===== src/rtl/uart_byte_fifo_pkg.sv =====
// Shared types and defaults for the UART byte FIFO between uart_rx and uart_tx.
package uart_byte_fifo_pkg;

  localparam int DEPTH_LOG2_DEFAULT = 4;
  localparam int DATA_W_DEFAULT     = 8;

  // Two-bit codes leave room for illegal values that the FSMs map back to idle.
  typedef enum logic [1:0] {
    RX_IDLE = 2'b01,
    RX_ACK  = 2'b10
  } rx_state_t;

  typedef enum logic [1:0] {
    TX_IDLE = 2'b01,
    TX_WAIT = 2'b10
  } tx_state_t;

endpackage


===== src/rtl/fifo_mem_sync.sv =====
// Register array with one write port and a registered read port (BRAM-friendly).
module fifo_mem_sync #(
  parameter int DATA_W     = 8,
  parameter int DEPTH_LOG2 = 4
) (
  input  logic                  clk,
  input  logic                  rst_n,
  input  logic                  wr_en,
  input  logic [DEPTH_LOG2-1:0] wr_addr,
  input  logic [DATA_W-1:0]     wr_data,
  input  logic                  rd_en,
  input  logic [DEPTH_LOG2-1:0] rd_addr,
  output logic [DATA_W-1:0]     rd_data
);

  logic [DATA_W-1:0] mem [2**DEPTH_LOG2];

  // NOTE: the array has no reset so it can map onto block RAM; contents are don't-care until written.
  always_ff @(posedge clk) begin
    if (wr_en) mem[wr_addr] <= wr_data;
  end

  // Read register only changes on a launch, so it holds the byte for the whole transmission.
  always_ff @(posedge clk or negedge rst_n) begin
    if (!rst_n)     rd_data <= '0;
    else if (rd_en) rd_data <= mem[rd_addr];
  end

endmodule


===== src/rtl/uart_byte_fifo.sv =====
// Circular byte FIFO from uart_rx handshake to uart_tx launch/done pacing.
// Optional UART_FIFO_STATS_EN adds high-water and saturating drop counters.
module uart_byte_fifo
  import uart_byte_fifo_pkg::*;
#(
  parameter int DEPTH_LOG2 = DEPTH_LOG2_DEFAULT,
  parameter int DATA_W     = DATA_W_DEFAULT
) (
  input  logic                  i_uart_clk,
  input  logic                  i_rst_n,
  input  logic                  i_rx_data_valid,
  input  logic [DATA_W-1:0]     i_rx_byte,
  output logic                  o_rx_ready,
  output logic [DATA_W-1:0]     o_tx_byte,
  output logic                  o_tx_data_valid,
  input  logic                  i_tx_active,
  input  logic                  i_tx_done,
  output logic [DEPTH_LOG2:0]   o_count,
  output logic                  o_empty,
  output logic                  o_full,
  output logic                  o_overflow,
  input  logic                  i_clear_overflow
`ifdef UART_FIFO_STATS_EN
  ,
  output logic [DEPTH_LOG2:0]   o_high_water,
  output logic [15:0]           o_drop_count
`endif
);

  localparam logic [DEPTH_LOG2:0] FULL_COUNT = {1'b1, {DEPTH_LOG2{1'b0}}};

  rx_state_t             rx_state;
  tx_state_t             tx_state;
  logic [DEPTH_LOG2-1:0] wr_ptr;
  logic [DEPTH_LOG2-1:0] rd_ptr;
  logic [DEPTH_LOG2:0]   count_next;
  logic                  rx_take;
  logic                  push;
  logic                  drop;
  logic                  pop;

  assign o_empty = (o_count == '0);
  assign o_full  = (o_count == FULL_COUNT);

  // Full is judged on the pre-edge count, so a same-cycle pop never rescues a push.
  assign rx_take = (rx_state == RX_IDLE) && i_rx_data_valid;
  assign push    = rx_take && !o_full;
  assign drop    = rx_take && o_full;
  assign pop     = (tx_state == TX_IDLE) && !o_empty && !i_tx_active;

  // NOTE: combinational outputs get a default first so no path infers a latch.
  always_comb begin
    count_next = o_count;
    if (push && !pop)      count_next = o_count + 1'b1;
    else if (pop && !push) count_next = o_count - 1'b1;
  end

  fifo_mem_sync #(
    .DATA_W     (DATA_W),
    .DEPTH_LOG2 (DEPTH_LOG2)
  ) u_mem (
    .clk     (i_uart_clk),
    .rst_n   (i_rst_n),
    .wr_en   (push),
    .wr_addr (wr_ptr),
    .wr_data (i_rx_byte),
    .rd_en   (pop),
    .rd_addr (rd_ptr),
    .rd_data (o_tx_byte)
  );

  // NOTE: state registers use non-blocking assignments so every block sees pre-edge values.
  always_ff @(posedge i_uart_clk or negedge i_rst_n) begin
    if (!i_rst_n) begin
      wr_ptr  <= '0;
      rd_ptr  <= '0;
      o_count <= '0;
    end else begin
      if (push) wr_ptr <= wr_ptr + 1'b1;
      if (pop)  rd_ptr <= rd_ptr + 1'b1;
      o_count <= count_next;
    end
  end

  always_ff @(posedge i_uart_clk or negedge i_rst_n) begin
    if (!i_rst_n) begin
      rx_state   <= RX_IDLE;
      o_rx_ready <= 1'b0;
    end else begin
      case (rx_state)
        RX_IDLE: begin
          o_rx_ready <= i_rx_data_valid;
          if (i_rx_data_valid) rx_state <= RX_ACK;
        end
        RX_ACK: begin
          o_rx_ready <= 1'b0;
          if (!i_rx_data_valid) rx_state <= RX_IDLE;
        end
        default: begin
          o_rx_ready <= 1'b0;
          rx_state   <= RX_IDLE;
        end
      endcase
    end
  end

  always_ff @(posedge i_uart_clk or negedge i_rst_n) begin
    if (!i_rst_n) begin
      tx_state        <= TX_IDLE;
      o_tx_data_valid <= 1'b0;
    end else begin
      case (tx_state)
        TX_IDLE: begin
          o_tx_data_valid <= pop;
          if (pop) tx_state <= TX_WAIT;
        end
        TX_WAIT: begin
          o_tx_data_valid <= 1'b0;
          if (i_tx_done) tx_state <= TX_IDLE;
        end
        default: begin
          o_tx_data_valid <= 1'b0;
          tx_state        <= TX_IDLE;
        end
      endcase
    end
  end

  // A drop in the same cycle as a clear keeps the flag set.
  always_ff @(posedge i_uart_clk or negedge i_rst_n) begin
    if (!i_rst_n)              o_overflow <= 1'b0;
    else if (drop)             o_overflow <= 1'b1;
    else if (i_clear_overflow) o_overflow <= 1'b0;
  end

`ifdef UART_FIFO_STATS_EN
  always_ff @(posedge i_uart_clk or negedge i_rst_n) begin
    if (!i_rst_n) begin
      o_high_water <= '0;
      o_drop_count <= '0;
    end else begin
      if (i_clear_overflow || (count_next > o_high_water)) o_high_water <= count_next;
      if (i_clear_overflow)                 o_drop_count <= {15'd0, drop};
      else if (drop && (o_drop_count != 16'hFFFF)) o_drop_count <= o_drop_count + 1'b1;
    end
  end
`endif

endmodule


===== config.mk =====
export PLATFORM = sky130hd
export DESIGN_NAME = uart_byte_fifo
export DESIGN_NICKNAME = d
export VERILOG_FILES = /design/src/rtl/uart_byte_fifo_pkg.sv /design/src/rtl/fifo_mem_sync.sv /design/src/rtl/uart_byte_fifo.sv
export SDC_FILE = /design/constraint.sdc
export NUM_CORES = 1
export LEC_CHECK = 0
export CELL_PAD_IN_SITES_DETAIL_PLACEMENT = 1
export CELL_PAD_IN_SITES_GLOBAL_PLACEMENT = 2
export CORE_MARGIN = 3
export CORE_UTILIZATION = 52
export CTS_BUF_LIST = sky130_fd_sc_hd__clkbuf_8
export CTS_CLUSTER_DIAMETER = 60
export DETAILED_ROUTE_END_ITERATION = 7
export GPL_TIMING_DRIVEN = 0
export PLACE_DENSITY = 0.95
export SKIP_CTS_REPAIR_TIMING = 1
export SYNTH_ARGS = -nofsm -noshare
export SYNTH_HDL_FRONTEND = slang
export SYNTH_HIERARCHICAL = 1
export SYNTH_SLANG_ARGS = --single-unit

===== constraint.sdc =====
create_clock -name i_uart_clk -period 4.75 [get_ports i_uart_clk]
set_clock_uncertainty 0.05 [all_clocks]
set_input_delay 0.475 -clock i_uart_clk [delete_from_list [all_inputs] [get_ports i_uart_clk]]
set_output_delay 0.475 -clock i_uart_clk [all_outputs]
set_load 0.005 [all_outputs]

# After elaboration in Yosys (flattened, before gate mapping)
# Memories as Yosys holds them, arrays and structs flattened. A register that Yosys moved wholly into a read port is not among the register bits.
# Cells that the tools add are included.
word_totals:
  ff_bits: 20
  mem_bits_rw: 128
  out_inout_bits: 18
  word_cells: 54
  memories: 1
memory_table:
  columns: ["name", "depth", "word_bits", "rd", "rd_ports_with_merged_regs", "wr", "line_no", "rtl"]
  rows:
  - ["u_mem.mem", 16, 8, 1, 1, 1, "fifo_mem_sync.sv:16", "logic [DATA_W-1:0] mem [2**DEPTH_LOG2];"]
op_classes:
  add_sub_neg: 4
  eq_ne: 9
  mux: 14
  reduce_logical: 18
ops:
  columns: ["operator", "n"]
  rows:
  - ["two-way mux 5 bit", 2]
  - ["adder 4 x 1 -> 4 bit, second input constant", 2]
  - ["two-way mux 2 bit", 4]
  - ["!= test 2 bit, second input constant", 4]
  - ["case mux 2 bit (2 select lines)", 2]
  - ["logical AND 1 bit", 7]
  - ["zero test 1 bit", 6]
  - ["two-way mux 1 bit", 6]
  - ["adder 5 x 1 -> 5 bit, second input constant", 1]
  - ["== test 5 bit, second input constant", 1]
  - ["zero test 5 bit", 1]
  - ["subtractor 5 x 1 -> 5 bit, second input constant", 1]
  - ["== test 2 x 1 -> 1 bit, second input constant", 2]
  - ["== test 2 bit, second input constant", 2]
  - ["AND reduction 2 bit", 2]
  - ["nonzero test 2 bit", 2]

# Depth between registers and ports, before layout
# Gate-level depths: netlist (run 1).
depth:
  word_depth: 7
  ltp_mapped: 10
  mapped_depth_nobuf: 10

# By module
# Netlist (run 1), hierarchy kept.
modules_own_cells:
  columns: ["module", "n_inst", "cells_each", "area_each_um2", "seq_area_each_um2"]
  rows:
  - ["fifo_mem_sync", 1, 240, 5331.4, 4043.9]
  - ["uart_byte_fifo", 1, 84, 999.7, 503.0]

# Worst setup path after synthesis (run 1)
# Ideal clock, no wire load.
synth_timing:
  path_type: "register to register"
  startpoint: "register rx_state[0]"
  endpoint: "register o_count[4]"
  setup_ns: 0.154
  t_arrival_ns: 2.419
  path_slack_ns: 2.126
  path_stages_with_launch: 9
  n_path_buf: 0
  synth_period_minus_slack_ns: 2.624
  cell_sequence: "dfstp_2 > nand2_1 > a211oi_2 > ha_1 > inv_1 > ha_1 > or3_1 > o311ai_0 > o311ai_0"
synth_between:
  elab_chain_cells: 6
  elab_cells_between_ends: 8
  cone_classes: "eq/ne (1); mux (1); reduce/logical (6)"
synth_rtl:
  columns: ["element", "line_no", "rtl"]
  rows:
  - ["from (decl)", "uart_byte_fifo.sv:32", "rx_state_t rx_state;"]
  - ["from (signal assigned)", "uart_byte_fifo.sv:87", "rx_state <= RX_IDLE;"]
  - ["from (signal assigned)", "uart_byte_fifo.sv:93", "if (i_rx_data_valid) rx_state <= RX_ACK;"]
  - ["from (signal assigned)", "uart_byte_fifo.sv:97", "if (!i_rx_data_valid) rx_state <= RX_IDLE;"]
  - ["== test 2 x 1 -> 1 bit *", "uart_byte_fifo.sv:46", "assign rx_take = (rx_state == RX_IDLE) && i_rx_data_valid;"]
  - ["logical AND 1 bit *", "uart_byte_fifo.sv:46", null]
  - ["logical AND 1 bit *", "uart_byte_fifo.sv:47", "assign push = rx_take && !o_full;"]
  - ["net push", "uart_byte_fifo.sv:38", "logic push;"]
  - ["zero test 1 bit", "uart_byte_fifo.sv:55", "else if (pop && !push) count_next = o_count - 1'b1;"]
  - ["logical AND 1 bit", "uart_byte_fifo.sv:55", null]
  - ["nonzero test 2 bit (no source line)", null, null]
  - ["to (signal assigned)", "uart_byte_fifo.sv:81", "o_count <= count_next;"]
  - ["to (decl)", "uart_byte_fifo.sv:18", "output logic [DEPTH_LOG2:0] o_count,"]
# The timed path passes the listed nets; every way through them passes the cells marked *.
# A chain may end at the register's enable or synchronous reset.

# Worst setup path after layout (run 1)
# Same ends and word-level chain as after synthesis.

==> results of run 1 <==
worst min-delay path by stage:
stage	startpoint	end	slack, ps	cells past startpoint
2_1_floorplan	i_rst_n	o_count[0]	130	0
3_3_place_gp	rd_ptr[3]	rd_ptr[3]	420	1
3_5_place_dp	rd_ptr[3]	rd_ptr[3]	420	1
4_1_cts	rd_ptr[3]	rd_ptr[3]	440	1
5_1_grt	i_rst_n	wr_ptr[0]	30	1
6_report	i_rst_n	wr_ptr[1]	-5	1
per-layer routing:
metal | track usage | wire, um | up-vias
li1 | - | - | 1405
met1 | 0.299 | 5690 | 1708
met2 | 0.342 | 6700 | 123
met3 | 0.0539 | 810 | 23
met4 | 0.0781 | 290 | 0
met5 | 0 | 0 | -
stage by stage:
step                worst slack, ps  hold WS [ps]  power [mW]  area (um2)  cells
floorplan                      2130           129        2.87        6330    324
global placement               1260           415        3.30        6820    498
detailed placement             1100           424        3.40        6820    498
CTS                            1470           440        4.32        7180    528
global route                   1310          25.3        4.52        7180    528
finish                         1510         -4.68        4.29        7180    528
power by group through the flow:
stage / logic, mW / registers [mW] / clock network, mW
after floorplan: 1.05 / 1.82 / 0
after global placement: 1.46 / 1.84 / 0
final: 1.54 / 1.83 / 0.922
after detailed placement: 1.53 / 1.86 / 0
after CTS: 1.55 / 1.84 / 0.940
after global routing: 1.66 / 1.86 / 1.00
area by class of cell:
class | instances | area, um2 | share of cell area
Clock buffer | 17 | 234 | 0.0326
Multi-Input combinational cell | 143 | 1610 | 0.225
Inverter | 10 | 37.5 | 0.00523
Buffer | 15 | 133 | 0.0185
Tap cell | 143 | 179 | 0.0249
Sequential cell | 156 | 4550 | 0.634
Clock inverter | 13 | 128 | 0.0178
Timing Repair Buffer | 31 | 305 | 0.0425
flip-flops by register name, summed over array words and instances (netlist names):
signal and count:
u_mem/mem 128, u_mem/rd_data 8, o_count 5, rd_ptr 4
wr_ptr 4, rx_state 2, tx_state 2, o_overflow 1
o_rx_ready 1, o_tx_data_valid 1
kinds of logic (layout without fill, tap and decap cells):
family / count (synthesis) / after routing / share of synthesized area
DFF: 156 / 156 / 0.718
muxes: 43 / 43 / 0.135
xor gates and xnor gates: 10 / 10 / 0.0138
and+or+nand+nor: 53 / 53 / 0.0431
AOI/OAI and AO/OA: 30 / 30 / 0.0478
buffers and inverters: 25 / 86 / 0.0269
adders and majority gates: 7 / 7 / 0.0150
cell usage in the layout (no fill, tap or decap), types with 7 or more instances in the layout:
master           count
dfrtp_1             26
clkdlybuf4s50_1     30
mux4_2              26
o22ai_1              8
a221oi_2             8
clkbuf_8            17
mux2i_1              9
edfxtp_1           128
inv_1               11
nand2_1              7
nor2_1              22
==> metrics.txt, run 1 <==
maximum clock frequency 0.309 GHz; Max Root-Sink Buffers 2; Crit. End Element flop; Tightest Pin Transition 1310 ps; initial antenna violation count 0; Comb pwr share 0.358; synth top area cells edfxtp_1 61%, dfrtp_1 10%, mux4_2 9.2%; io pins 32; Initial Utilization 0.543; CP Launch Type flop; CTS Buf Count 17; final hold vios 3; largest net degree at the start of global routing 29; Core ar. 0.0117 mm2; cell row count 39; 1st-pass router iterations 5; vias in the first global route 3464; CTS tree yes; syn nets 345; die width 116 um; Die Ht 116 um; origin of the critical flop-to-flop path rx_state[0]; Tcrit/Tclk final 0.682; drt initial violations 331; gp weighted congestion 0.755; maximum fanout along the worst path 9; DR WL/cell 25.5 um; Internal Power 2.87 mW; Vias 3259; DP Wirelength 9120 um; I/O Buffers 31; CP bufs+invs 1; status complete, but fails checks; Critical Path End o_count[4]; VDD IR max 0.000393 V; Antenna Cells 0; area share of the largest cell type after synthesis 0.607; # setup viols final 0; final setup TNS 0 ps; H-tree levels 4; Post-synth EDFFs 128; Die ar. 0.0135 mm2; violated checks negative hold slack; Seq/Total Area, Yosys 0.718; PwrDens 598 mW/mm2; Seq cells post-synth 156; data required time of the worst path 4990 ps; FFs w/ async S/R, synth 0.179; Synth area leader edfxtp_1; commonest cells in the netlist 128 x edfxtp_1, 26 x dfrtp_1, 26 x mux4_2; worst setup path class flop to flop; Routed Wire Length 13500 um; Sw Pwr 1.42 mW; Final Slew Violations 0; dominant cell by count in the synthesized netlist edfxtp_1; Vias/cell 6.17; Post-DRT Antenna Nets 0; clock power share 0.215; Primary FF master, synth edfxtp_1; Worst path slowest cell a211oi_2; worst-path cell chain nand2_1 -> a211oi_2 -> ha_1 -> inv_1 -> ha_1 -> nor4_1 -> a311oi_1 -> o311ai_0 -> o311ai_0; sequential share of power 0.427; RSZ-0062 raised after global routing false; worst min-delay path class input pin to asynchronous set/reset pin; Post-Syn Instances 324; fill count 1012; Leakage 2.44 nW; Final #Nets 395; gr usage total 0.217; Tmin final 3240 ps; Crit path largest cell delay 610 ps; DRC 0; post-synth cell types 46; share of layout cells above drive strength 1 0.210; Area growth syn-to-layout 13.4%; Reg2Reg Depth 9; Final Core Density 0.615; Critical Path AT 3480 ps; GRT Residual Overflow 0; syn avg cell area 19.5 um2; Crit Reg-Reg Endpoint o_count[4]; hold_ws -4.68 ps; synthesized area 0.00633 mm2; max cap viols 0; clock-pin slew on the worst setup and hold paths 90 ps; Crit. path cell count 9; reg-to-reg setup timing slack 1510 ps; Worst-Skew Late Latency 450 ps; Rel. slew slack 0.120; CTS root buffer clkbuf_8; Clock Sinks 156; first-pass GRT wire length 20700 um; sw frac 0.331; crit path launch rx_state[0]; YS warnings 6; crit-path leading delay family compound AO/OA/AOI/OAI gates
Power figures use the tool's default switching activity.
==> inputs of run 2 (changes only) <==
Settings changed: CORE_UTILIZATION 52 to 44, PLACE_DENSITY 0.95 to 0.86.
Clock period 4.75 ns to 2.9 ns, I/O delays scaled along.
==> run 2 against run 1 <==
  * The run now ends clean
  * Die area rose by 17%
  * Clock power increased by 95%
  * Sequential share of layout area decreased by 1.6 points
  * Clock-buffer cell count is the same
  * Global-route usage shrank 3.7 points
  * Register-to-register slack got worse by 1400 ps
  * Hold slack better by 360 ps
  * Routed wire length up 0.50%
  * Setup slack got worse by 1400 ps
  * Final area increased by 2.7%
  * Critical path depth unchanged
  * Via count shrank 1.8%
  * Critical path type unchanged
  * Largest cell class unchanged
==> metrics.txt, run 2 (synthesis gave the netlist of run 1 again) <==
H-tree levels 4 (unchanged); CTS root buffer clkbuf_8 (unchanged); worst setup path class flop to flop (unchanged); first-pass GRT wire length 21000 um (was 20700 um); 1st-pass router iterations 4 (was 5); Largest register FFs 128 (unchanged); max cap viols 0 (unchanged); Multi-input gate area 0.00164 mm2 (was 0.00161 mm2); # setup viols final 0 (unchanged); DRC 0 (unchanged); Vias/cell 5.59 (was 6.17); largest net degree at the start of global routing 29 (unchanged); gp weighted congestion 0.782 (was 0.755); most common cell after layout, fill and taps aside edfxtp_1 (unchanged); io pins 32 (unchanged); Critical Path AT 3090 ps (was 3480 ps); DR WL/cell 23.7 um (was 25.5 um); status finished clean (was complete, but fails checks); maximum clock frequency 0.354 GHz (was 0.309 GHz); initial antenna violation count 0 (unchanged); PwrDens 1000 mW/mm2 (was 598 mW/mm2); Final #Nets 400 (was 395); Rel. slew slack 0.132 (was 0.120); maximum fanout along the worst path 9 (unchanged); CP Launch Type flop (unchanged); Tmin final 2830 ps (was 3240 ps); Routed Wire Length 13600 um (was 13500 um); VDD IR max 0.000313 V (was 0.000393 V); GRT Residual Overflow 0 (unchanged); Final Slew Violations 0 (unchanged); pre-CTS setup slack -602 ps (was 1100 ps); data required time of the worst path 3160 ps (was 4990 ps); Die Ht 126 um (was 116 um); Clock Sinks 156 (unchanged); Crit. End Element flop (unchanged); fill count 1274 (was 1012); CTS Buf Count 17 (unchanged); Die ar. 0.0159 mm2 (was 0.0135 mm2); Area growth syn-to-layout 16.5% (was 13.4%); Tcrit/Tclk final 0.975 (was 0.682); Tightest Pin Transition 1290 ps (was 1310 ps); final hold vios 0 (was 3); die width 126 um (was 116 um); I/O Buffers 31 (unchanged); cell row count 43 (was 39); clock-pin slew on the worst setup and hold paths 80 ps (was 90 ps); Core ar. 0.0140 mm2 (was 0.0117 mm2); Antenna Cells 0 (unchanged); Post-DRT Antenna Nets 0 (unchanged); area occupied by registers 0.00455 mm2 (about the same); CTS tree yes (unchanged); Initial Utilization 0.453 (was 0.543); vias in the first global route 3482 (was 3464); drt initial violations 271 (was 331); Biggest register u_mem/mem (unchanged); Final Core Density 0.527 (was 0.615); Vias 3200 (was 3259); commonest cells after routing, fill and taps aside 128 x edfxtp_1, 30 x clkdlybuf4s50_1, 26 x mux4_2, 23 x dfrtp_1, 22 x nor2_1 (was 128 x edfxtp_1, 30 x clkdlybuf4s50_1, 26 x dfrtp_1, 26 x mux4_2, 22 x nor2_1); gr usage total 0.180 (was 0.217); Max Root-Sink Buffers 2 (unchanged); Largest regs u_mem/mem (128), u_mem/rd_data (8), o_count (5) (unchanged); final worst-path setup slack 73.8 ps (was 1510 ps); share of layout cells above drive strength 1 0.245 (was 0.210); DP Wirelength 9130 um (was 9120 um); Worst-Skew Late Latency 440 ps (was 450 ps); Reg2Reg Depth 9 (unchanged); Leakage 2.50 nW (was 2.44 nW); worst min-delay path class input pin to asynchronous set/reset pin (unchanged)
## run 2: cell count changes in the layout (fill, tap and decap cells not counted), sizes merged
cell         before  now
clkinvlp          1    2
inv              13   18
dlygate4sd3       0    1
buf              15   19
clkinv            7    1
bufinv            2    4
## run 2: area by class of cell
type	instances	area share
buffer	15	0.0180
clock buffer	17	0.0317
clock inverter	15	0.0282
inverter	10	0.00509
multi-input combinational	143	0.222
sequential	156	0.617
tap	180	0.0305
timing repair buffer	36	0.0468
## run 2: routing by layer
layer  GRT usage  up-vias  wire length [um]
li1            -     1410                 -
met1       0.242     1707              5810
met2       0.293       72              7010
met3      0.0373       11               560
met4      0.0675        0               175
met5           0        -                 0
## run 2: per-stage QoR
| step | TNS (ps) | std cells | area (um2) | total power [mW] | hold slack (ps) |
|---|---|---|---|---|---|
| floorplan | 0 | 324 | 6330 | 4.70 | -55.6 |
| global placement | -15150 | 535 | 6870 | 5.43 | 416 |
| detailed placement | -23150 | 535 | 6870 | 5.57 | 424 |
| CTS | -7420 | 567 | 7310 | 7.38 | 346 |
| global route | -22.9 | 572 | 7370 | 7.76 | 407 |
| finish | 0 | 572 | 7370 | 7.37 | 355 |
## run 2: final timing paths
path                                to  slack (ps)  startpoint
max                         o_count[4]          70  o_count[2]
min                         o_count[4]         360     i_rst_n
max reg2reg                 o_count[4]          70  o_count[2]
min reg2reg                  rd_ptr[3]         430   rd_ptr[3]
max in group asynchronous   o_count[3]        1990     i_rst_n
min in group i_uart_clk    tx_state[0]         370   i_tx_done
## run 2: critical path: stages, from the launching register on
cell      delay [ps]
dfrtp_1          440
nor4_4           330
buf_4            200
a211oi_4          60
buf_4            180
ha_2             240
fa_1             420
nor2b_1          240
o22ai_1          170
o311ai_0         380
## run 2: where the power goes
part | internal [mW] | total [mW] | switching (mW)
combinational | 1.24 | 2.56 | 1.31
sequential | 2.75 | 3.02 | 0.267
clock | 0.956 | 1.80 | 0.841
